==> src/rtl/intc_nest_unit.sv <==
// rtl/intc_nest_unit.sv - nesting interrupt sequencer with prioritised channels and return stack
//
// Purpose:
//   Latches rising edges on N_CH request lines and picks the lowest-index
//   enabled pending channel. A channel is accepted only if it preempts the
//   channel on top of the return stack. On acceptance the core's next PC and
//   flag are pushed with the channel number, and the PC is redirected to the
//   channel vector. On return-from-interrupt the top entry is presented and
//   popped.
//
// Optional feature:
//   INTC_SW_TRIG_EN - adds sw_set/sw_clr software set/clear of pending bits.
//
// Ports:
//   clock      in   rising-edge system clock
//   rst_n      in   asynchronous active-low reset
//   irq_in     in   request lines (edge captured)
//   int_en     in   per-channel enable mask
//   gie        in   global interrupt enable
//   vec_base   in   vector table base
//   pc_next    in   address the core would execute next
//   flag_in    in   current core flag
//   ret        in   core executes return-from-interrupt
//   sw_set     in   software pending set   (INTC_SW_TRIG_EN only)
//   sw_clr     in   software pending clear (INTC_SW_TRIG_EN only)
//   take       out  accept this cycle, load vec_out into PC
//   vec_out    out  vector of the candidate channel
//   restore    out  pop this cycle, load ret_addr/flag_out
//   ret_addr   out  top-of-stack return address (0 when empty)
//   flag_out   out  top-of-stack saved flag (0 when empty)
//   in_service out  stack not empty
//   nest_level out  stack occupancy
//   pending    out  latched pending bits
//   err        out  sticky: [0] ret on empty stack, [1] request blocked by full stack

module intc_nest_unit #(
  parameter int DATA_W    = 8,
  parameter int N_CH      = 4,
  parameter int STACK_D   = 4,
  parameter int VEC_SHIFT = 2,
  localparam int LVL_W    = $clog2(STACK_D + 1),
  localparam int CH_W     = (N_CH > 1) ? $clog2(N_CH) : 1
) (
  input  logic              clock,
  input  logic              rst_n,
  input  logic [N_CH-1:0]   irq_in,
  input  logic [N_CH-1:0]   int_en,
  input  logic              gie,
  input  logic [DATA_W-1:0] vec_base,
  input  logic [DATA_W-1:0] pc_next,
  input  logic              flag_in,
  input  logic              ret,
`ifdef INTC_SW_TRIG_EN
  input  logic [N_CH-1:0]   sw_set,
  input  logic [N_CH-1:0]   sw_clr,
`endif
  output logic              take,
  output logic [DATA_W-1:0] vec_out,
  output logic              restore,
  output logic [DATA_W-1:0] ret_addr,
  output logic              flag_out,
  output logic              in_service,
  output logic [LVL_W-1:0]  nest_level,
  output logic [N_CH-1:0]   pending,
  output logic [1:0]        err
);

  logic [N_CH-1:0]   irq_prev_q;
  logic [N_CH-1:0]   pending_q, pending_d;
  logic [LVL_W-1:0]  level_q, level_d;
  logic [1:0]        err_q, err_d;

  logic [DATA_W-1:0] stk_pc_q   [STACK_D];
  logic              stk_flag_q [STACK_D];
  logic [CH_W-1:0]   stk_ch_q   [STACK_D];

  logic              cand_valid;
  logic [CH_W-1:0]   cand_ch;
  logic [DATA_W-1:0] top_pc;
  logic              top_flag;
  logic [CH_W-1:0]   top_ch;
  logic              eligible;
  logic              can_push;
  logic              blocked_full;
  logic [N_CH-1:0]   set_vec;
  logic [N_CH-1:0]   clr_vec;

  // Lowest enabled pending index wins; scanning downward lets the last hit be the lowest.
  always_comb begin
    cand_valid = 1'b0;
    cand_ch    = '0;
    for (int i = N_CH - 1; i >= 0; i--) begin
      if (pending_q[i] && int_en[i]) begin
        cand_valid = 1'b1;
        cand_ch    = CH_W'(i);
      end
    end
  end

  // Top entry sits at index level_q-1; reads as zero while the stack is empty.
  always_comb begin
    top_pc   = '0;
    top_flag = 1'b0;
    top_ch   = '0;
    for (int i = 0; i < STACK_D; i++) begin
      if (level_q == LVL_W'(i + 1)) begin
        top_pc   = stk_pc_q[i];
        top_flag = stk_flag_q[i];
        top_ch   = stk_ch_q[i];
      end
    end
  end

  assign in_service = (level_q != '0);
  // Only a strictly higher-priority (lower-index) channel may preempt the one in service.
  assign eligible   = cand_valid && (!in_service || (cand_ch < top_ch));
  assign can_push   = (level_q < LVL_W'(STACK_D));
  // A return in the same cycle has priority: the candidate is re-judged against the new top.
  assign take         = gie && eligible && !ret && can_push;
  assign blocked_full = gie && eligible && !ret && !can_push;
  assign restore      = ret && in_service;

  assign vec_out    = vec_base + (DATA_W'(cand_ch) << VEC_SHIFT);
  assign ret_addr   = top_pc;
  assign flag_out   = top_flag;
  assign nest_level = level_q;
  assign pending    = pending_q;
  assign err        = err_q;

  // Set wins over clear so an edge arriving in the take cycle is not lost.
  always_comb begin
    set_vec = irq_in & ~irq_prev_q;
    for (int i = 0; i < N_CH; i++) begin
      clr_vec[i] = take && (cand_ch == CH_W'(i));
    end
`ifdef INTC_SW_TRIG_EN
    set_vec = set_vec | sw_set;
    clr_vec = clr_vec | sw_clr;
`endif
    pending_d = (pending_q & ~clr_vec) | set_vec;
  end

  always_comb begin
    level_d = level_q;
    if (take) begin
      level_d = level_q + LVL_W'(1);
    end else if (restore) begin
      level_d = level_q - LVL_W'(1);
    end
    err_d = err_q | {blocked_full, ret && !in_service};
  end

  always_ff @(posedge clock or negedge rst_n) begin
    if (!rst_n) begin
      irq_prev_q <= '0;
      pending_q  <= '0;
      level_q    <= '0;
      err_q      <= '0;
    end else begin
      irq_prev_q <= irq_in;
      pending_q  <= pending_d;
      level_q    <= level_d;
      err_q      <= err_d;
    end
  end

  always_ff @(posedge clock or negedge rst_n) begin
    if (!rst_n) begin
      for (int i = 0; i < STACK_D; i++) begin
        stk_pc_q[i]   <= '0;
        stk_flag_q[i] <= 1'b0;
        stk_ch_q[i]   <= '0;
      end
    end else begin
      for (int i = 0; i < STACK_D; i++) begin
        if (take && (level_q == LVL_W'(i))) begin
          stk_pc_q[i]   <= pc_next;
          stk_flag_q[i] <= flag_in;
          stk_ch_q[i]   <= cand_ch;
        end
      end
    end
  end

endmodule
==> config.mk <==
export PLATFORM = sky130hd
export DESIGN_NAME = intc_nest_unit
export DESIGN_NICKNAME = d
export VERILOG_FILES = /design/src/rtl/intc_nest_unit.sv
export SDC_FILE = /design/constraint.sdc
export NUM_CORES = 1
export LEC_CHECK = 0
export ABC_AREA = 1
export BUFFER_PORTS_ARGS = -buffer_cell sky130_fd_sc_hd__buf_2
export CAP_MARGIN = 10
export CORE_ASPECT_RATIO = 0.6
export CORE_MARGIN = 2
export CORE_UTILIZATION = 57
export CTS_BUF_LIST = sky130_fd_sc_hd__clkbuf_4
export DETAILED_ROUTE_END_ITERATION = 10
export HOLD_SLACK_MARGIN = 0.15
export PLACE_DENSITY = 0.84
export RECOVER_POWER = 25
export SLEW_MARGIN = 30
export SYNTH_ARGS = -nofsm -noshare
export SYNTH_HDL_FRONTEND = slang
export SYNTH_SLANG_ARGS = --single-unit
==> constraint.sdc <==
create_clock -name clock -period 3.1 [get_ports clock]
set_input_delay 0.62 -clock clock [delete_from_list [all_inputs] [get_ports clock]]
set_output_delay 0.62 -clock clock [all_outputs]
set_load 0.05 [all_outputs]
* Word-level counts from Yosys, hierarchy flattened
Index checks and enable logic that the tools add are counted.
** Operators by class
- $add $sub $neg :: 3
- Order comparisons :: 2
- Equality and inequality tests :: 7
- Mux-type cells :: 22
- Bitwise logic cells :: 6
- Reductions and logical operators :: 27
** Operators by type and width (number)
- two-way mux 8 bit :: 4
- logical AND 1 bit :: 19
- two-way mux 2 bit :: 8
- adder 8 x 4 -> 8 bit :: 1
- AND 4 bit :: 2
- two-way mux 1 bit :: 8
- inverter 4 bit :: 2
- == test 3 x 2 -> 1 bit, second input constant :: 2
- two-way mux 3 bit :: 2
- == test 2 bit, second input constant :: 2
- bitwise OR 4 bit :: 1
- adder 3 x 1 -> 3 bit, second input constant :: 1
- == test 3 x 1 -> 1 bit, second input constant :: 1
- == test 3 bit, second input constant :: 1
- zero test 1 bit :: 3
- zero test 3 bit :: 1
- < comparator 3 bit, second input constant :: 1
- nonzero test 3 bit :: 1
- subtractor 3 x 1 -> 3 bit, second input constant :: 1
- == test 2 x 1 -> 1 bit, second input constant :: 1
- zero test 2 bit :: 1
- < comparator 2 bit :: 1
- bitwise OR 2 bit :: 1
- nonzero test 2 bit :: 1
- logical OR 1 bit :: 1
** Word-level totals
- Flip-flop bits (word level) :: 57
- Bits of input ports :: 29
- Output and inout bits :: 29
- Word-level logic and storage cells :: 83

* Depth between registers and ports, before layout
- Word-level depth :: 15
- Mapped depth :: 16
- Mapped depth without buffers :: 15

* Least setup slack after synthesis
OpenSTA, ideal clock, no wires.
- Path type :: register to output
- Start point :: reg level_q[0], in the netlist nest_level[0]
- End point :: out take
- Arrival :: 2650 ps
- Required time :: 2480 ps
- Setup slack :: -170 ps
- Cell stages (with the launch flop) :: 14
- Buffers on the path :: 2
- Cell sequence :: dfrtp_1 > inv_1 > ha_1 > inv_1 > nor2_1 > clkbuf_1 > a221oi_1 > o21ai_0 > o21ai_0 > ha_1 > nand2_1 > nand3_2 > nand2_4 > buf_4
** On the way
- Word-level cells in the longest chain between the ends :: 11
- Elaborated cells on any way between the ends :: 17
- Classes of those cells :: 2 x order compare; 4 x eq/ne; 4 x mux; 7 x reduce/logical
** Ends and longest elaborated chain
- from (decl) :: line 70 : logic [LVL_W-1:0] level_q, level_d;
- from (signal assigned) :: line 162 : level_q <= level_d;
- == test 3 x 1 -> 1 bit :: line 106 : if (level_q == LVL_W'(i + 1)) begin
- two-way mux 2 bit (4 in a row) :: line 106
- < comparator 2 bit :: line 116 : assign eligible = cand_valid && (!in_service || (cand_ch < top_ch));
- logical OR 1 bit :: line 116
- logical AND 1 bit :: line 116
- logical AND 1 bit (2 in a row) :: line 119 : assign take = gie && eligible && !ret && can_push;
- logical AND 1 bit (*) :: line 119
- to (decl) :: line 57 : output logic take,
Mark *: on every way between the ends. The rest lies on a longest branch, timed or not.

* Final worst setup path
Same ends and word-level chain as after synthesis.

==> results.txt <==
Max Fanout on Critical Path - 7
Die W - 96.90 um
Area growth syn-to-layout - 21.37%
Max Root-Sink Buffers - 2
Clock Latency Late Sink - 0.39 ns
Post-synthesis adder-cell area fraction - 0.04493
Diodes inserted - 0
Vias in the first global route - 2483
Via-to-Cell Ratio - 5.421
Worst Clk Skew - 0.008709 ns
Final Net Count - 484
Count of antenna-violating nets left after detailed routing - 0
Share of cells above drive strength 1 - 0.2339
Placed cell count - 496
Synthesis Warnings - 0
Starting Density - 0.5868
Pin count of the biggest net entering global routing - 41
Hold Path Stages - 1
Worst path max stage delay - 0.46 ns
Leakage - 1.995 nW
Mux contribution to synthesized area - 0
Post-synthesis cell type count - 26
Via count - 2792
H-tree Lvls - 3
Post-Layout Cell Count - 515
CTS tree - done
CP bufs+invs - 2
Slew Limit Fails - 0
Worst Path Arrival - 2.38 ns
PortBufs - 53
Critical Path RT - 2.48 ns
I/O pin count - 58
Rel. slew slack - 0.3381
Worst Setup Start Kind - register
DR iter-0 viols - 250
Residual DRC - 0
Wire length per cell - 15.00 um
TritonCTS buffer count - 9
RSZ-0062 raised after global routing - yes
Largest family of logic cells by synthesized area - simple AND/OR/NAND/NOR gates
Critical path capture point type - output port
Most used DFF post-synth - dfrtp_1
Die height - 59.74 um
EDFF count, synth - 0
F_max - 0.3338 GHz
Fraction of registers with async set/reset - 1.000
Seq/Total Area, Yosys - 0.4833
P per Cell Area - 1091 nW/um2
Commonest cells after routing, fill and taps aside - nand2_1 (167), nand3_1 (59), dfrtp_1 (55), buf_2 (45)
Num rows - 20
Synthesized Nets - 418
Compound-Gate Fraction of Synth Area - 0.04578
Min-delay worst type - primary input to register
Max-Cap Viols - 0
Top Family by Delay on Critical Path - adder cells
Clock root cell - clkbuf_4
Synth top area share - 0.4833
Xor and xnor fraction of the mapped netlist area - 0.01484
Critical path type - register to output port
GPL Wtd Cong - 0.8438
Clk slew on worst S/H paths - 0.09 ns
Worst R2R Path Depth - 14
Grt ovf - 0
Mapped Avg Cell Area - 7.788 um2
Outcome - finished, final reports clean
Mapped cell area - 2952 um2
Gr usage total - 0.2830
Die area - 5789 um2
Fin crit share - 0.9663
Slew at the pin with the worst max-slew slack - 0.9929 ns
Cell taking the most area after synthesis - dfrtp_1
Core footprint - 5030 um2
Critical Path, Cell by Cell - ha_1, ha_4, inv_1, nor2_1, o21ai_1, o21ai_1, ha_1, nor2_2, nand3_4, nand2_4, buf_8
Detail Placement HPWL - 5391 um
Setup TNS - 0 ns
Drt first pass iters - 4
Min Tclk post-route - 2.996 ns
Synth Instances - 379
Simple-gate share of the synthesized area - 0.3429
Hold violation count in the final report - 0
Clock tree sinks - 57
Antenna violations before repair - 0
Synth top area cells - dfrtp_1 (48%), nand2_1 (22%), nand3_1 (10%)
Critical Path Stages - 11
CP max-delay cell - dfrtp_2
Post-synthesis register bit count - 57
Final core area utilization - 0.7122
Peak supply drop - 424.4 uV
First-pass GRT wire length - 12440 um
Setup violators final - 0
Commonest non-fill, non-tap cell in the layout - nand2_1
Total power - 0.003908 W
WL final - 7727 um
## area by class of cell
cell class / instances / area [um2]
fillers: 398 / 1448
well taps: 66 / 82.58
multi-input cells: 278 / 1390
inverters: 25 / 93.84
flip-flops and latches: 57 / 1429
repair buffers: 74 / 435.4
clock inverters: 4 / 68.82
clock buffers: 11 / 82.58
## sequential cells by signal, indices dropped and copies added, names as in the netlist
signal / cells
err: 2
irq_prev_q: 4
nest_level: 3
pending: 4
stk_ch_q: 8
stk_flag_q: 4
stk_pc_q: 32
## worst paths after layout
check	from	end	slack, ns
worst max-delay path	nest_level[0]$_DFFE_PN0P_	take	0.10
worst min-delay path	irq_in[2]	irq_prev_q[2]$_DFF_PN0_	0.34
worst max register to register	nest_level[0]$_DFFE_PN0P_	stk_pc_q[4]$_DFFE_PN0P_	0.28
worst min register to register	irq_prev_q[1]$_DFF_PN0_	pending[1]$_DFF_PN0_	0.47
max in group asynchronous	rst_n	nest_level[0]$_DFFE_PN0P_	0.67
min in group asynchronous	rst_n	irq_prev_q[0]$_DFF_PN0_	0.88
## stage by stage
step | setup WS, ns | instance area, um2 | hold WS (ns)
after floorplan | -0.07540 | 2968 | 0.3244
after global placement | 0.1501 | 3336 | 0.4493
after detailed placement | 0.09274 | 3336 | 0.4571
after CTS | 0.007836 | 3536 | 0.3275
after global routing | -0.007944 | 3582 | 0.3002
final | 0.1045 | 3582 | 0.3436
## worst reg2reg max path: stages, from the launching register on
cell and delay, ns:
dfrtp_2 0.46, ha_1 0.24, ha_4 0.20, inv_1 0.08
nor2_1 0.04, o21ai_1 0.13, o21ai_1 0.08, ha_1 0.22
nor2_2 0.19, nand3_4 0.11, nand2_4 0.09, buf_4 0.29
nand2_1 0.35, nand2_1 0.18, nand2_1 0.06
## cell families after synthesis
| group | after synthesis |
|---|---|
| buf+inv | 44 |
| fa+ha+maj | 10 |
| flops | 57 |
| simple gates | 243 |
| xor+xnor | 5 |
| compound gates | 20 |
## Yosys cell counts, types with 2 or more instances
cell type	n
nand2_1	170
ha_1	9
buf_4	9
o211ai_1	9
xor2_1	3
clkbuf_1	8
inv_1	22
o21ai_0	5
nor2_1	9
nand3_1	59
buf_2	2
xnor2_1	2
dfrtp_1	57
a21oi_1	2
inv_2	2
## power breakdown
part,switching [W],internal (W)
sequential,0.000179,0.00103
combinational,0.00149,0.000605
clock,0.000266,0.000338
## layer usage
metal,track usage,share of wire,vias to the layer above
met2,0.4216,0.45,135
met1,0.4091,0.45,1311
met5,0,0,-
met3,0.08304,0.094,8
li1,-,-,1338
met4,0.07646,0.0071,0
## what timing repair did
item	4_1_cts	5_1_grt
hold buffers	1	0
resized for setup	8	18
endpoints found under the setup margin	2	7
pin swaps	0	4
setup buffers	2	1
endpoints found under the hold margin	17	0
(Power assumes the default switching activity.)
